===== config.mk =====
export PLATFORM = sky130hd
export DESIGN_NAME = mole_hit_scorer
export DESIGN_NICKNAME = d
export VERILOG_FILES = /design/src/rtl/mole_hit_scorer.sv
export SDC_FILE = /design/constraint.sdc
export NUM_CORES = 1
export LEC_CHECK = 0
export ABC_AREA = 1
export ABC_CLOCK_PERIOD_IN_PS = 14000
export CAP_MARGIN = 10
export CORE_UTILIZATION = 25
export CTS_CLUSTER_DIAMETER = 200
export DETAILED_ROUTE_END_ITERATION = 8
export SYNTH_ARGS = -nofsm -noshare
export SYNTH_HDL_FRONTEND = slang
export SYNTH_SLANG_ARGS = --single-unit

===== constraint.sdc =====
create_clock -name clk_i -period 14 [get_ports clk_i]
set_input_delay 1.4 -clock clk_i [delete_from_list [all_inputs] [get_ports clk_i]]
set_output_delay 1.4 -clock clk_i [all_outputs]
set_load 0.02 [all_outputs]

===== src/rtl/mole_hit_scorer.sv =====
// mole_hit_scorer: classifies switch toggles as hits or misses against the lit moles, keeps a saturating
// score, flags whacked moles and derives the difficulty level from the score.
module mole_hit_scorer #(
  parameter int NUM_MOLES    = 18,
  parameter int SCORE_WIDTH  = 10,
  parameter int MAX_SCORE    = 999,
  parameter int MISS_PENALTY = 1,
  parameter int LVL1_SCORE   = 25,
  parameter int LVL2_SCORE   = 50,
  parameter int LVL3_SCORE   = 75
) (
  input  logic                   clk_i,
  input  logic                   reset_i,
  input  logic                   enable_i,
  input  logic [NUM_MOLES-1:0]   ledr_i,
  input  logic [NUM_MOLES-1:0]   sw_i,
  output logic [SCORE_WIDTH-1:0] score_o,
  output logic [1:0]             level_o,
  output logic [NUM_MOLES-1:0]   whacked_o,
  output logic                   hit_pulse_o,
  output logic                   miss_pulse_o
);
  typedef enum logic [1:0] {IDLE, UP, WHACKED} mole_e;
  localparam int CW = $clog2(NUM_MOLES + 1);
  localparam int W = SCORE_WIDTH + 8;
  localparam logic signed [W-1:0] PEN = W'(MISS_PENALTY);
  localparam logic signed [W-1:0] MAX_W = W'(MAX_SCORE);
  localparam logic [SCORE_WIDTH-1:0] MAX_V = SCORE_WIDTH'(MAX_SCORE);
  localparam logic [SCORE_WIDTH-1:0] L1 = SCORE_WIDTH'(LVL1_SCORE);
  localparam logic [SCORE_WIDTH-1:0] L2 = SCORE_WIDTH'(LVL2_SCORE);
  localparam logic [SCORE_WIDTH-1:0] L3 = SCORE_WIDTH'(LVL3_SCORE);
  logic [NUM_MOLES-1:0] s1_q, s2_q, s3_q, whack, hit, miss;
  logic [1:0] warm_q;
  mole_e st_q [NUM_MOLES];
  mole_e st_d [NUM_MOLES];
  logic [CW-1:0] nh, nm;
  logic signed [W-1:0] sc_x, nh_x, nm_x, nxt;
  logic [SCORE_WIDTH-1:0] score_q, score_d;
  logic [1:0] level_q, level_d;
  logic hit_q, miss_q;
  assign whack = (warm_q == 2'd0) ? (s2_q ^ s3_q) : '0;
  always_comb begin
    hit = '0;
    miss = '0;
    nh = '0;
    nm = '0;
    for (int i = 0; i < NUM_MOLES; i++) begin
      hit[i] = enable_i && whack[i] && (st_q[i] == UP);
      miss[i] = enable_i && whack[i] && (st_q[i] != UP);
      st_d[i] = !enable_i ? IDLE : hit[i] ? WHACKED : !ledr_i[i] ? IDLE : (st_q[i] == IDLE) ? UP : st_q[i];
      nh = nh + CW'(hit[i]);
      nm = nm + CW'(miss[i]);
    end
    sc_x = W'(score_q);
    nh_x = W'(nh);
    nm_x = W'(nm);
    nxt = sc_x + nh_x - nm_x * PEN;
    score_d = (nxt < 0) ? '0 : (nxt > MAX_W) ? MAX_V : nxt[SCORE_WIDTH-1:0];
    level_d = (score_q >= L3) ? 2'd3 : (score_q >= L2) ? 2'd2 : (score_q >= L1) ? 2'd1 : 2'd0;
  end
  always_comb begin
    whacked_o = '0;
    for (int i = 0; i < NUM_MOLES; i++) whacked_o[i] = (st_q[i] == WHACKED);
  end
  // During warmup s3 copies s1 so it has caught up with s2 by the time the mask lifts.
  always_ff @(posedge clk_i) begin
    if (reset_i) begin
      s1_q <= '0;
      s2_q <= '0;
      s3_q <= '0;
      warm_q <= 2'd2;
      score_q <= '0;
      level_q <= '0;
      hit_q <= 1'b0;
      miss_q <= 1'b0;
      for (int i = 0; i < NUM_MOLES; i++) st_q[i] <= IDLE;
    end else begin
      s1_q <= sw_i;
      s2_q <= s1_q;
      s3_q <= (warm_q != 2'd0) ? s1_q : s2_q;
      warm_q <= warm_q - 2'(warm_q != 2'd0);
      score_q <= score_d;
      level_q <= level_d;
      hit_q <= (nh != '0);
      miss_q <= (nm != '0);
      for (int i = 0; i < NUM_MOLES; i++) st_q[i] <= st_d[i];
    end
  end
  assign score_o = score_q;
  assign level_o = level_q;
  assign hit_pulse_o = hit_q;
  assign miss_pulse_o = miss_q;
endmodule


# Yosys cells after proc, flatten, opt, wreduce, memory -nomap -nowiden

Memories as Yosys holds them, arrays and structs flattened.
Index checks and enable logic that the tools add are counted.

ROM bits: 0
Bits in latches: 0
Memories: 1
Register bits: 70
Memory bits (writable): 36

Shift-type cells: 0
Div/mod/pow operators: 0
$lt $le $gt $ge: 5
$mul: 0
Bitwise gates (word level): 19
Add/sub/neg operators: 37
Multiplexer cells: 99
Equal/unequal tests: 54
Reductions and logical operators: 78

Memory list:

| memory | words | width | rd ports | clocked after Yosys merged registers in | write ports | line | text |
|---|---|---|---|---|---|---|---|
| st_q   | 18    | 2     | 18       | 0                                       | 18          | 34   | `mole_e st_q [NUM_MOLES];` |

Operators by type and width:

| kind                                                   | number |
|---|---|
| 2-to-1 mux 2 bit                                       | 92 |
| adder 5 x 1 -> 5 bit                                   | 26 |
| logical AND 1 bit                                      | 54 |
| zero test 2 bit                                        | 19 |
| equality test 2 x 1 -> 1 bit (second input constant)   | 18 |
| equality test 2 bit (second input constant)            | 18 |
| 2-to-1 mux 18 bit                                      | 2 |
| inequality test 2 x 1 -> 1 bit (second input constant) | 18 |
| OR 1 bit                                               | 18 |
| XOR 18 bit                                             | 1 |
| > comparator 12 x 11 -> 1 bit (second input constant)  | 1 |
| < comparator 12 x 1 -> 1 bit (second input constant)   | 1 |
| subtractor 11 x 5 -> 12 bit                            | 1 |
| adder 10 x 5 -> 11 bit                                 | 1 |
| adder 4 x 1 -> 5 bit                                   | 2 |
| >= comparator 10 x 5 -> 1 bit (second input constant)  | 1 |
| >= comparator 10 x 6 -> 1 bit (second input constant)  | 1 |
| >= comparator 10 x 7 -> 1 bit (second input constant)  | 1 |
| 2-to-1 mux 10 bit                                      | 1 |
| nonzero test 5 bit                                     | 2 |
| adder 3 x 1 -> 4 bit                                   | 2 |
| adder 2 x 1 -> 3 bit                                   | 2 |
| adder 1 x 1 -> 2 bit                                   | 2 |
| 2-to-1 mux 1 bit                                       | 4 |
| 4 further kinds                                        | 4 |

# Logic depth before layout (Yosys ltp)

Gate-level depths: netlist of the first run.

Depth in word-level cells: 25
Mapped depth: 33

# Worst setup path before layout of the first run

Ideal clock, no wire load.

Path kind: input to register
Start: in enable_i
End: reg score_q[0], in the netlist score_o[0]
Path slack: 6.643 ns
Required time: 13.891 ns
Stages: 27
Data arrival time: 7.248 ns
Buffers on the path: 1
Cell sequence: inv_1 nor2_4 buf_1 nand3_1 fa_1 fa_1 fa_1 fa_1 inv_1 fa_1 ha_1 fa_1 nand2_1 nand2_1 a21oi_1 fa_1 ha_1 a21oi_1 nand2_1 nand2_1 nand3_1 nand2_1 nand2_1 nand4_2 nand3_1 nand2_1 inv_1

Word-level cells in the longest chain between the ends: 23
Elaborated cells between the ends (all ways): 94
Classes of those cells: 36 x add/sub; 2 x order compare; 1 x mux; 55 x reduce/logical

Ends and longest elaborated chain:

| what                                                                          | line   | text |
|---|---|---|
| start, declared                                                               | 14     | `input logic enable_i,` |
| logical AND 1 bit                                                             | 48, 49 |  |
| logical AND 1 bit                                                             | 48     | `hit[i] = enable_i && whack[i] && (st_q[i] == UP);` |
| adder 1 x 1 -> 2 bit                                                          | 51     | `nh = nh + CW'(hit[i]);` |
| adder 2 x 1 -> 3 bit                                                          | 51     |  |
| adder 3 x 1 -> 4 bit                                                          | 51     |  |
| adder 4 x 1 -> 5 bit                                                          | 51     |  |
| adder 5 x 1 -> 5 bit (13 in a row)                                            | 51     |  |
| adder 10 x 5 -> 11 bit                                                        | 57     | `nxt = sc_x + nh_x - nm_x * PEN;` |
| subtractor 11 x 5 -> 12 bit (*)                                               | 57     |  |
| > comparator 12 x 11 -> 1 bit or < comparator 12 x 1 -> 1 bit (tied branches) | 58     | `score_d = (nxt < 0) ? '0 : (nxt > MAX_W) ? MAX_V : nxt[SCORE_WIDTH-1:0];` |
| 2-to-1 mux 10 bit or OR reduction 2 bit (tied branches)                       | n/a    |  |
| end signal, assigned                                                          | 82     | `score_q <= score_d;` |
| end, declared                                                                 | 38     | `logic [SCORE_WIDTH-1:0] score_q, score_d;` |

Every way passes the cells marked *; elsewhere a longest branch is shown, timed or not.
A chain may end at the register's enable or synchronous reset.

# Final worst setup path of the first run

Start: in enable_i
End: reg score_q[4], in the netlist score_o[4]

Word-level cells in the longest chain between the ends: 23
Elaborated cells between the ends (all ways): 93
Classes of those cells: 36 x add/sub; 2 x order compare; 55 x reduce/logical

Ends and longest elaborated chain:

| what                                                                          | line |
|---|---|
| logical AND 1 bit                                                             | 48, 49 |
| logical AND 1 bit                                                             | 48 |
| adder 1 x 1 -> 2 bit                                                          | 51 |
| adder 2 x 1 -> 3 bit                                                          | 51 |
| adder 3 x 1 -> 4 bit                                                          | 51 |
| adder 4 x 1 -> 5 bit                                                          | 51 |
| adder 5 x 1 -> 5 bit (13 in a row)                                            | 51 |
| adder 10 x 5 -> 11 bit                                                        | 57 |
| subtractor 11 x 5 -> 12 bit (*)                                               | 57 |
| < comparator 12 x 1 -> 1 bit or > comparator 12 x 11 -> 1 bit (tied branches) | 58 |
| OR reduction 3 bit (no line)                                                  | n/a |

Marks and branches as above.

==> results of run 1 <==
## metal layers
layer	global-route usage, %	up-vias	wire (um)
met5	0	-	0
met4	5.152	0	231
met3	2.242	13	458
met2	18.82	78	5764
met1	15.32	2023	6105
li1	-	2307	-
## path summary, 6_finish.rpt
check	from	end	slack, ps
setup / recovery	enable_i	score_o[4]$_SDFF_PP0_	5800
hold / removal	s1_q[5]$_SDFF_PP0_	s2_q[5]$_SDFF_PP0_	430
setup reg to reg	warm_q[1]$_SDFF_PP1_	score_o[4]$_SDFF_PP0_	6720
hold reg to reg	s1_q[5]$_SDFF_PP0_	s2_q[5]$_SDFF_PP0_	430
## cell usage after synthesis
| library cell | count | area (sq um) |
|---|---|---|
| nor3_1 | 3 | 15.01 |
| inv_2 | 1 | 3.750 |
| o31ai_1 | 1 | 7.510 |
| a21oi_1 | 51 | 255.2 |
| buf_2 | 3 | 15.01 |
| o22ai_1 | 8 | 50.05 |
| a31oi_1 | 5 | 31.28 |
| o21ai_1 | 1 | 5.000 |
| or2_2 | 1 | 6.260 |
| clkinv_1 | 1 | 3.750 |
| buf_1 | 3 | 11.26 |
| inv_1 | 142 | 533.0 |
| nand4_1 | 20 | 125.1 |
| xnor2_1 | 4 | 35.03 |
| nor2_4 | 1 | 11.26 |
| clkbuf_1 | 9 | 33.78 |
| o21ai_0 | 20 | 100.1 |
| o21bai_1 | 2 | 15.01 |
| nand2_1 | 107 | 401.6 |
| nor2_1 | 76 | 285.3 |
| ha_1 | 31 | 387.9 |
| o211ai_1 | 1 | 7.510 |
| nand2_2 | 2 | 12.51 |
| nand3_2 | 1 | 10.01 |
| nor2_2 | 2 | 12.51 |
| o2111ai_1 | 10 | 87.58 |
| nand3_1 | 29 | 145.1 |
| dfxtp_1 | 106 | 2122 |
| xor2_1 | 19 | 166.4 |
| nand4_2 | 1 | 12.51 |
| fa_1 | 29 | 580.6 |
## cell usage in the layout, fill, tap and decap left out, types with 2 or more instances in the layout
cell and n:
a21oi_1 51, a31oi_1 5, buf_4 2, clkbuf_16 9
clkdlybuf4s50_1 70, dfxtp_1 106, fa_1 29, ha_1 31
inv_1 142, inv_8 3, nand2_1 107, nand2_2 2
nand3_1 29, nand4_1 20, nor2_1 76, nor2_2 2
nor3_1 3, o2111ai_1 10, o21ai_0 20, o21bai_1 2
o22ai_1 8, xnor2_1 4, xor2_1 19
## registers in the layout, indices dropped and copies added, names as in the netlist
name / cells
level_o: 2
st_q: 36
warm_q: 2
miss_pulse_o: 1
s3_q: 18
score_o: 10
s2_q: 18
hit_pulse_o: 1
s1_q: 18
## area by class of cell
| type | instances | area share [%] |
|---|---|---|
| inverters | 144 | 7.956 |
| repair buffers | 72 | 10.53 |
| multi-input cells | 425 | 40.72 |
| clock inverters | 6 | 0.9761 |
| flip-flops and latches | 106 | 31.23 |
| well taps | 275 | 5.064 |
| clock buffers | 10 | 3.517 |
## stage by stage
step / power [W] / cells / setup slack, ps / hold slack (ps) / utilization (%)
finish: 0.001068 / 1038 / 5798 / 430.8 / 31.92
global route: 0.001160 / 1038 / 5242 / 451.4 / 31.92
CTS: 0.001079 / 1038 / 5767 / 436.1 / 31.92
detailed placement: 0.0008170 / 1022 / 5431 / 422.0 / 30.48
global placement: 0.0008127 / 1022 / 5479 / 419.4 / 30.48
floorplan: 0.0006898 / 690 / 6643 / 410.1 / -
## cell families after synthesis
| logic type | count (synthesis) |
|---|---|
| adder cells (fa/ha/maj) | 60 |
| XOR/XNOR | 23 |
| buffers and inverters | 159 |
| AO/OA/AOI/OAI | 99 |
| flip-flops | 106 |
| AND/OR/NAND/NOR | 243 |
## power by group
| part | internal (W) | total (W) | leakage (nW) | switching (W) |
|---|---|---|---|---|
| Clock | 0.000131 | 0.000258 | 0.147 | 0.000126 |
| Sequential | 0.000329 | 0.000350 | 0.872 | 0.0000202 |
| Combinational | 0.000174 | 0.000461 | 2.27 | 0.000288 |
## worst min-delay path, delay by kind of cell (launching register included)
| family | cells | cell delay, ps |
|---|---|---|
| buffers and inverters | 1 | 60 |
| AND/OR/NAND/NOR | 1 | 40 |
| flip-flops | 1 | 300 |
==> summary.md, run 1 <==
| Metric | Value |
|---|---|
| Sum Neg Setup Slack | `0 ps` |
| Max Cap Viol | `0` |
| #FFs+latches synth | `106` |
| Slowest CP cell | `nor2_4` |
| Routed vias/inst | `4.259` |
| First-pass DRT Iterations | `5` |
| Root buffer cell | `clkbuf_16` |
| Leak | `3.293 nW` |
| Cells after Synth | `690` |
| WL final | `12.56 mm` |
| Congestion Overflow GR | `0` |
| Slew @ Worst Pin | `729.7 ps` |
| Seq/Total Area, Yosys | `38.66%` |
| H-tree depth | `3` |
| Clock transition at path regs | `70 ps` |
| Multiplexer area fraction after synthesis | `0%` |
| Adder-Cell Fraction of Synth Area | `17.64%` |
| Fillers | `2237` |
| Buffers and inverters on the worst path | `5` |
| Crit-path leading delay family | `adder cells` |
| Worst path depth | `29` |
| Syn nets | `789` |
| Fin crit share | `58.58%` |
| Critical Path AT | `8460 ps` |
| Startpoint Class | `input pin` |
| Clk Latency, worst-skew pair | `360 ps` |
| Yosys cell types | `31` |
| Max Fanout on Critical Path | `35` |
| Worst Hold Depth | `2` |
| Worst Path Required | `14260 ps` |
| Setup Viol. Count Final | `0` |
| P&R area growth vs syn | `23.77%` |
| DRT iter0 DRCs | `264` |
| Count of input and output buffers | `70` |
| Clock Sinks | `106` |
| Global-route usage over all layers | `11.75%` |
| DIE WIDTH | `150.2 um` |
| HP Class | `flop to flop` |
| Post-DP Area | `6489 sq um` |
| Capturing element type of the critical path | `flop` |
| First-pass GRT wire length | `20.23 mm` |
| Layout Nets | `857` |
| Die H | `150.2 um` |
| Synth Area in Simple Gates | `18.90%` |
| Vias | `4421` |
| Slew headroom | `51.23%` |
| Drt drc | `0` |
| Compound-Gate Fraction of Synth Area | `10.19%` |
| Layout cell share with drive strength beyond 1 | `3.539%` |
| Hpwl dp | `9.656 mm` |
| Reg2reg path depth | `29` |
| Top Ports | `71` |
| TritonCTS buffer count | `9` |
| Initial antenna violation count | `0` |
| Core area | `21290 sq um` |
| Setup repair after global routing missed its margin | `false` |
| Initial core utilization | `25.79%` |
| Synth Warn # | `0` |
| Peak VDD IR | `64.96 uV` |
| N_diodes | `0` |
| Status | `complete, no violations` |
| Post-CTS setup buffers | `0` |
| Tmin final | `8202 ps` |
| ANT nets after route | `0` |
| Final hold vios | `0` |
| Design area | `6794 sq um` |
| Die area | `22550 sq um` |
| Vias in the first global route | `4125` |
| Maximum clock rate | `0.1219 GHz` |
| Combinational family with the most area after synthesis | `simple AND/OR/NAND/NOR gates` |
| XOR/XNOR Fraction of Synth Area | `3.670%` |
| TritonCTS clock tree | `done` |
| GPL Wtd Cong | `0.8304` |
| Fin Clk Skew | `9.451 ps` |
| Synth Cell Area | `5489 sq um` |
| Avg Cell Area, Syn | `7.955 sq um` |
| Number of gates resized after cts | `0` |
| Post-CTS Hold Fix Bufs | `0` |
| Cell Rows | `53` |
| Max incr delay on CP | `590 ps` |
| Worst Path Class, Setup | `input pin to flop` |
| Max-slew violation count | `0` |
| Crit-path most repeated cell | `nand2_1` |
| Largest net degree at the start of global routing | `43` |
| Pwr Density | `157.3 nW/um^2` |
| Area occupied by registers | `2122 sq um` |
| Routed len/inst | `12.10 um` |
| Clock Path Buffers | `2` |
| Multi-input logic area | `2766 sq um` |
No activity file was read; power rests on OpenSTA's default activity.
==> run 2: changes to the inputs <==
--- a/config.mk
+++ b/config.mk
@@ -6,7 +6,7 @@
 export NUM_CORES = 1
 export LEC_CHECK = 0
 export ABC_AREA = 1
-export ABC_CLOCK_PERIOD_IN_PS = 14000
+export ABC_CLOCK_PERIOD_IN_PS = 8500
 export CAP_MARGIN = 10
 export CORE_UTILIZATION = 25
 export CTS_CLUSTER_DIAMETER = 200
==> constraint.sdc (replaced) <==
create_clock -name clk_i -period 8.5 [get_ports clk_i]
set_input_delay 0.85 -clock clk_i [delete_from_list [all_inputs] [get_ports clk_i]]
set_output_delay 0.85 -clock clk_i [all_outputs]
set_load 0.02 [all_outputs]
==> summary.md, run 2 (same netlist as run 1, synthesis figures left out) <==
| Metric | Value |
|---|---|
| Status | `complete, no violations` |
| DRT iter0 DRCs | `151` |
| Drt drc | `0` |
| Max Fanout on Critical Path | `25` |
| Hpwl dp | `9.571 mm` |
| Largest net degree at the start of global routing | `43` |
| Root buffer cell | `clkbuf_16` |
| Maximum clock rate | `0.1330 GHz` |
| DIE WIDTH | `150.2 um` |
| Layout cell share with drive strength beyond 1 | `3.665%` |
| Worst Path Class, Setup | `input pin to flop` |
| Slew @ Worst Pin | `644.9 ps` |
| Fin Clk Skew | `9.755 ps` |
| H-tree depth | `3` |
| Largest Register | `st_q` |
| Slew headroom | `56.74%` |
| Post-CTS Hold Fix Bufs | `0` |
| Congestion Overflow GR | `0` |
| Layout Nets | `858` |
| Clock Path Buffers | `2` |
| Clk Latency, worst-skew pair | `350 ps` |
| Clock transition at path regs | `70 ps` |
| DR WL met3 | `371 um` |
| Leak | `3.311 nW` |
| Number of gates resized after cts | `0` |
| Vias in the first global route | `4120` |
| Crit-path most repeated cell | `nand2_1` |
| TritonCTS clock tree | `done` |
| Commonest cells after routing, fill and taps aside | `142 x inv_1, 107 x nand2_1, 106 x dfxtp_1` |
| ANT nets after route | `0` |
| Global-route usage over all layers | `11.53%` |
| Sum Neg Setup Slack | `0 ps` |
| Count of input and output buffers | `70` |
| Max incr delay on CP | `550 ps` |
| P&R area growth vs syn | `24.41%` |
| Slowest CP cell | `fa_1` |
| First-pass DRT Iterations | `4` |
| Pwr Density | `260.1 nW/um^2` |
| Routed vias/inst | `4.211` |
| Peak VDD IR | `105.3 uV` |
| Max-slew violation count | `0` |
| Capturing element type of the critical path | `flop` |
| WL met2 | `5.486 mm` |
| WL final | `12.38 mm` |
| Post-Place Worst Slack | `636.5 ps` |
| Max reg flops | `36` |
| Max Cap Viol | `0` |
| Worst hold margin | `434.1 ps` |
| Top Ports | `71` |
| Worst Path Required | `8750 ps` |
| Cell Rows | `53` |
| Initial core utilization | `25.79%` |
| Setup repair after global routing missed its margin | `false` |
| Routed len/inst | `11.91 um` |
| Commonest non-fill, non-tap cell in the layout | `inv_1` |
| Critical Path AT | `7770 ps` |
| Tmin final | `7517 ps` |
| Startpoint Class | `input pin` |
| GPL Wtd Cong | `0.8210` |
| Fin crit share | `88.44%` |
| Met1 Wirelength | `6.265 mm` |
| TritonCTS buffer count | `9` |
| Die H | `150.2 um` |
| N_diodes | `0` |
| Final Worst Setup Slack | `982.5 ps` |
| Post-CTS setup buffers | `0` |
| HP Class | `flop to flop` |
| DR top layer | `met4` |
| Clock Sinks | `106` |
| Setup Viol. Count Final | `0` |
| Final hold vios | `0` |
| Vias | `4375` |
| Initial antenna violation count | `0` |
| Die area | `22550 sq um` |
| Core area | `21290 sq um` |
| First-pass GRT wire length | `20.14 mm` |
-- run 2: changes by cell type in the layout (fill, tap and decap cells not counted) --
cell,previous run,this run
clkinvlp_4,1,0
clkinv_8,1,3
buf_4,2,3
inv_6,0,1
inv_8,3,1
bufinv_16,0,1
clkbuf_8,1,0
-- run 2: power breakdown --
part | leakage (nW) | switching [W] | internal (W) | total (W)
Combinational | 2.28 | 0.000466 | 0.000286 | 0.000752
Sequential | 0.872 | 0.0000332 | 0.000542 | 0.000576
Clock | 0.160 | 0.000208 | 0.000240 | 0.000448
-- run 2: path summary, 6_finish.rpt --
kind / from / endpoint / slack [ps] / cells past startpoint
setup / recovery: enable_i / score_o[2]$_SDFF_PP0_ / 980 / 29
hold / removal: s1_q[2]$_SDFF_PP0_ / s2_q[2]$_SDFF_PP0_ / 430 / 2
setup reg to reg: warm_q[1]$_SDFF_PP1_ / score_o[2]$_SDFF_PP0_ / 1370 / 29
hold reg to reg: s1_q[2]$_SDFF_PP0_ / s2_q[2]$_SDFF_PP0_ / 430 / 2
-- run 2: cell type report --
class	count	area [sq um]
multi-input cells	425	2766
well taps	275	344.1
repair buffers	73	723.2
fillers	2217	14460
flip-flops and latches	106	2122
clock buffers	9	225.2
clock inverters	7	107.6
inverters	144	540.5
-- run 2: metrics by stage --
| step | cell area, sq um | utilization [%] | power (W) | cells |
|---|---|---|---|---|
| 3_3_place_gp | 6496 | 30.52 | 0.001340 | 1023 |
| 5_1_grt | 6829 | 32.08 | 0.001930 | 1039 |
| 6_report | 6829 | 32.08 | 0.001776 | 1039 |
| 3_5_place_dp | 6496 | 30.52 | 0.001341 | 1023 |
| 2_1_floorplan | 5489 | - | 0.001136 | 690 |
| 4_1_cts | 6829 | 32.08 | 0.001794 | 1039 |
-- run 2: routing by layer --
metal,up-vias,track usage (%)
met4,0,4.596
met2,55,17.89
li1,2310,-
met3,11,2.303
met5,-,0
met1,1999,15.60
-- run 2: worst max-delay path, delay by kind of cell --
kind,cells,cell delay [ps]
buffers and inverters,5,770
adders and majority gates,9,3940
AOI/OAI and AO/OA,3,760
and+or+nand+nor,12,1470
